### src/rtl/vga_pattern_engine.sv
// Multi-mode VGA pattern source: diagonal, bars, checker and LFSR noise, with a
// frame-stepped animation counter and a one-clock registered RGB/sync output stage.
module vga_pattern_engine #(
    parameter int COLOR_BITS   = 2,
    parameter int COUNTER_BITS = 10,
    parameter int SPEED_BITS   = 3
) (
    input  logic                  clk,
    input  logic                  reset,
    input  logic [9:0]            hpos,
    input  logic [9:0]            vpos,
    input  logic                  display_on,
    input  logic                  hsync_in,
    input  logic                  vsync_in,
    input  logic [1:0]            mode,
    input  logic [SPEED_BITS-1:0] speed,
    input  logic                  pause,
    output logic                  hsync_out,
    output logic                  vsync_out,
    output logic [COLOR_BITS-1:0] r,
    output logic [COLOR_BITS-1:0] g,
    output logic [COLOR_BITS-1:0] b,
    output logic                  frame_tick
);

    localparam int          C         = COLOR_BITS;
    localparam logic [15:0] LFSR_SEED = 16'hACE1;
    localparam logic [15:0] LFSR_TAPS = 16'hB400;

    typedef enum logic [1:0] {
        PAT_DIAG  = 2'd0,
        PAT_BARS  = 2'd1,
        PAT_CHECK = 2'd2,
        PAT_NOISE = 2'd3
    } pattern_e;

    pattern_e                mode_q;
    logic [COUNTER_BITS-1:0] counter;
    logic [SPEED_BITS-1:0]   presc;
    logic [15:0]             lfsr;
    logic [15:0]             lfsr_next;
    logic                    vsync_d;
    logic                    fs;
    logic [9:0]              cnt10;
    logic [9:0]              mx;
    logic [8:0]              bx;
    logic                    chk_k;
    logic [C-1:0]            chk_v;
    logic [C-1:0]            pat_r;
    logic [C-1:0]            pat_g;
    logic [C-1:0]            pat_b;

    // Raster arithmetic is always 10 bits wide regardless of the counter width.
    generate
        if (COUNTER_BITS >= 10) begin : g_cnt_trunc
            assign cnt10 = counter[9:0];
        end else begin : g_cnt_ext
            assign cnt10 = {{(10-COUNTER_BITS){1'b0}}, counter};
        end
    endgenerate

    assign fs        = vsync_in & ~vsync_d;
    assign lfsr_next = lfsr[0] ? ((lfsr >> 1) ^ LFSR_TAPS) : (lfsr >> 1);
    assign mx        = hpos + vpos + cnt10;
    assign bx        = hpos[8:0] + cnt10[8:0];
    assign chk_k     = hpos[4] ^ vpos[4];
    assign chk_v     = counter[COUNTER_BITS-1 -: C];

    always_comb begin
        pat_r = '0;
        pat_g = '0;
        pat_b = '0;
        case (mode_q)
            PAT_DIAG: begin
                pat_r = mx[4 +: C];
                pat_g = mx[5 +: C];
                pat_b = vpos[4 +: C];
            end
            PAT_BARS: begin
                pat_r = {C{bx[6]}};
                pat_g = {C{bx[7]}};
                pat_b = {C{bx[8]}};
            end
            PAT_CHECK: begin
                pat_r = chk_k ? chk_v : ~chk_v;
                pat_g = chk_k ? chk_v : ~chk_v;
                pat_b = chk_k ? chk_v : ~chk_v;
            end
            PAT_NOISE: begin
                pat_r = lfsr[0 +: C];
                pat_g = lfsr[4 +: C];
                pat_b = lfsr[8 +: C];
            end
            default: ;
        endcase
    end

    // vsync_d resets high so a vsync already high at release is not a frame start.
    always_ff @(posedge clk or posedge reset) begin
        if (reset) begin
            vsync_d    <= 1'b1;
            mode_q     <= PAT_DIAG;
            counter    <= '0;
            presc      <= '0;
            lfsr       <= LFSR_SEED;
            frame_tick <= 1'b0;
            hsync_out  <= 1'b0;
            vsync_out  <= 1'b0;
            r          <= '0;
            g          <= '0;
            b          <= '0;
        end else begin
            vsync_d    <= vsync_in;
            frame_tick <= fs;
            hsync_out  <= hsync_in;
            vsync_out  <= vsync_in;
            r          <= display_on ? pat_r : '0;
            g          <= display_on ? pat_g : '0;
            b          <= display_on ? pat_b : '0;
            if (fs) begin
                mode_q <= pattern_e'(mode);
                lfsr   <= LFSR_SEED;
                if (!pause) begin
                    // >= so a speed lowered below presc still steps on the next frame
                    if (presc >= speed) begin
                        presc   <= '0;
                        counter <= counter + 1'b1;
                    end else begin
                        presc <= presc + 1'b1;
                    end
                end
            end else if (display_on) begin
                lfsr <= lfsr_next;
            end
        end
    end

endmodule
### config.mk
export PLATFORM = sky130hd
export DESIGN_NAME = vga_pattern_engine
export DESIGN_NICKNAME = d
export VERILOG_FILES = /design/src/rtl/vga_pattern_engine.sv
export SDC_FILE = /design/constraint.sdc
export NUM_CORES = 1
export LEC_CHECK = 0
export CAP_MARGIN = 10
export CELL_PAD_IN_SITES_DETAIL_PLACEMENT = 0
export CELL_PAD_IN_SITES_GLOBAL_PLACEMENT = 1
export CORE_MARGIN = 2
export CORE_UTILIZATION = 37
export DETAILED_ROUTE_END_ITERATION = 7
export GPL_TIMING_DRIVEN = 0
export PLACE_DENSITY = 0.8
export SETUP_SLACK_MARGIN = 0.4
export SYNTH_ARGS = -nofsm -noshare
export SYNTH_HDL_FRONTEND = slang
export SYNTH_SLANG_ARGS = --single-unit
### constraint.sdc
create_clock -name clk -period 1.9 [get_ports clk]
set_input_delay 0.19 -clock clk [delete_from_list [all_inputs] [get_ports clk]]
set_output_delay 0.19 -clock clk [all_outputs]
set_load 0.03 [all_outputs]
==> summary.txt <==
Clock tree
  • Hold buffer count at cts: 0
  • Clk Latency, worst-skew pair: 0.30 ns
  • Root buf cell: clkbuf_8
  • H-tree levels: 2
  • CTS tree: yes
  • Clock Path Buffers: 2
  • Clock slew at the register clock pins of the worst setup and hold paths: 0.08 ns
  • CTS Buf Count: 5
  • Clock Sinks: 41

Floorplanning
  • Die area: 0.00723 mm²
  • Ports: 40
  • Die height: 85.0 µm
  • Core area: 0.00635 mm²
  • Starting Density: 38.3%
  • Die X: 85.0 µm
  • Num rows: 29

Routing
  • First-iteration detailed-routing DRC count: 70
  • DR WL/cell: 15.1 µm
  • First-pass DRT Iterations: 4
  • Via count: 1900
  • WL met2: 2740 µm
  • DRC Markers: 0
  • Met3 WL: 184 µm
  • Vias/cell: 5.12
  • Highest Signal Layer: met4
  • Antenna-violating nets left: 0
  • DRT Wirelength: 5600 µm
  • M1 WL: 2550 µm

STA
  • Tcrit/Tclk final: 108%
  • Slew @ Worst Pin: 0.861 ns
  • Final Hold Fails: 0
  • Final min period: 2.04 ns
  • RSZ-0062 raised after global routing: true
  • Slew HR: 42.5%
  • Fin. max-slew vios: 0
  • Clk_skew: 0.00922 ns
  • Peak Freq: 489 MHz
  • Final WS setup: -0.143 ns
  • Final setup viols: 4

Placed design
  • Routability congestion estimate from global placement: 0.835
  • HPWL Detailed: 3680 µm
  • Post-DP Area: 0.00290 mm²
  • Port-buffer cells: 34
  • Inst Count DP: 350

Global routing
  • Pin count of the biggest net entering global routing: 42
  • Antenna violations before repair: 0
  • GRT Residual Overflow: 0
  • All-Layer GR Usage: 16.4%
  • Vias in the first global route: 1966
  • First-pass GRT wire length: 9410 µm

Power
  • P_int: 1.98 mW
  • P_sw: 1.11 mW
  • Clock network power share: 18.5%
  • Leakage: 1.66 nW
  • Pwr dens: 914 mW/mm²
  • Sequential power share: 37.7%
  • Worst vdd ir: 0.000381 V
  • Logic pwr share: 43.8%
  • Sw Ratio: 35.8%

Cells and area
  • Finished Layout Cells: 371
  • Layout cells sized above 1: 27.2%
  • Antenna diodes: 0
  • Layout area overhead: 38.9%
  • Fill cells: 562
  • Final instance area: 0.00338 mm²
  • Final nets: 347
  • Most common cell after layout, fill and taps aside: dfrtp_1
  • Commonest cells after routing, fill and taps aside: 27 x dfrtp_1, 23 x nand2_1, 21 x clkdlybuf4s50_1

Yosys
  • Synth Area per Inst: 10.2 µm²
  • Post-Syn Nets: 293
  • Distinct cells, synth: 44
  • Register area share after synthesis: 42.7%
  • Ranking of synthesized cells by area: dfrtp_1 33%, dfstp_2 9.7%, ha_1 9.3%
  • Top_reg_cell synth: dfrtp_1
  • Yosys top cell area share: 33.0%
  • Synth Instances: 239
  • Synth Cell Area: 0.00243 mm²
  • Flops & latches, synth: 41
  • EDFF count, synth: 0
  • Area leader, netlist: dfrtp_1
  • Share of flip-flops with an asynchronous set or reset: 100%
  • Ys Warns: 0

Setup path
  • Worst Path Arrival: 2.28 ns
  • Worst reg2reg startpoint: cnt10[3]
  • Worst Setup SP: cnt10[3]
  • Crit. End Element: flip-flop
  • Reg2Reg Depth: 7
  • Reg-to-Reg End: g[0]
  • Crit Path Category: reg -> reg
  • R2r setup slk: -0.14 ns
  • Critical path peak fanout: 3
  • Required time of the critical path: 2.13 ns
  • CP Launch Type: flip-flop

Min path
  • Worst hold path type: in -> reg
  • Worst Hold Path EP: lfsr[12]
  • WHS Path Cells: 3
  • Worst hold start: display_on

Job
  • Max-cap viol count: 0

Status
  • Outcome: finished, violations left
  • Violated checks: negative setup slack
worst max path at each step:
stage	slack, ns	end
floorplan	-0.04	r[0]
global placement	-0.47	r[0]
detailed placement	-0.48	g[0]
CTS	-0.19	g[0]
global route	-0.25	g[0]
finish	-0.14	g[0]
synth_stat cells (7+ instances only):
| cell | n |
|---|---|
| nor2_1 | 17 |
| xnor2_1 | 11 |
| dfstp_2 | 9 |
| ha_1 | 18 |
| xor2_1 | 8 |
| dfrtp_1 | 32 |
| a21oi_1 | 7 |
| mux2i_1 | 16 |
| inv_1 | 13 |
| nand2_1 | 27 |
| o21ai_0 | 10 |
| nand3_1 | 10 |
final cells by class:
cell class              instances  area, µm²  area share, %
well taps                      77       96.3           2.85
repair buffers                 47        478           14.2
multi-input cells             178       1600           47.3
clock buffers                   6       72.6           2.15
clock inverters                 2       10.0          0.297
inverters                      13       48.8           1.45
flip-flops and latches         41       1040           30.9
plain buffers                   7       28.8          0.852
sequential cells by signal (all words and copies together), names as in the netlist:
signal / flops
g: 2
cnt10: 10
lfsr: 16
presc: 3
vsync_out: 1
vsync_d: 1
mode_q: 2
frame_tick: 1
hsync_out: 1
r: 2
b: 2
logic make-up (layout without fill, tap and decap cells):
group	Yosys count	in the layout	share of synthesized area (%)
muxes	17	17	7.05
AOI/OAI and AO/OA	40	40	11.2
xor gates and xnor gates	19	19	6.85
and+or+nand+nor	79	79	15.7
adders and majority gates	23	23	13.4
DFF	41	41	42.7
buffers and inverters	20	75	3.19
worst max-delay path, stage by stage, from the launching register on:
cell and delay (ns):
dfrtp_1 0.40, fa_1 0.49, ha_4 0.30, a21o_1 0.10, a41o_1 0.13, nand2_1 0.08, a221oi_2 0.27, a21boi_2 0.20
metal layers:
metal	vias up	GRT usage (%)
met5	-	0
met4	0	6.06
met3	12	3.60
li1	939	-
met1	910	21.6
met2	39	26.4
stage by stage:
| step | power, mW | utilization, % | TNS (ns) | setup WS [ns] | hold WS, ns |
|---|---|---|---|---|---|
| floorplan | 1.82 | - | -0.0547 | -0.0361 | 0.194 |
| global placement | 2.08 | 45.7 | -6.65 | -0.473 | 0.480 |
| detailed placement | 2.09 | 45.7 | -1.98 | -0.481 | 0.487 |
| CTS | 2.90 | 49.5 | -0.492 | -0.185 | 0.283 |
| global route | 3.30 | 53.2 | -0.831 | -0.254 | 0.298 |
| finish | 3.09 | 53.2 | -0.427 | -0.143 | 0.285 |
power by group through the flow:
stage,Combinational [mW],Clock [mW],Sequential (mW)
floorplan,0.619,0,1.20
CTS,1.17,0.579,1.16
finish,1.35,0.571,1.16
detailed placement,0.907,0,1.19
global route,1.49,0.628,1.19
global placement,0.895,0,1.18
what timing repair did:
item,4_1_cts,5_1_grt
gates resized for setup,29,37
pin swaps,21,24
setup endpoints to repair,19,28
buffers inserted,8,5
(Power assumes the default switching activity.)
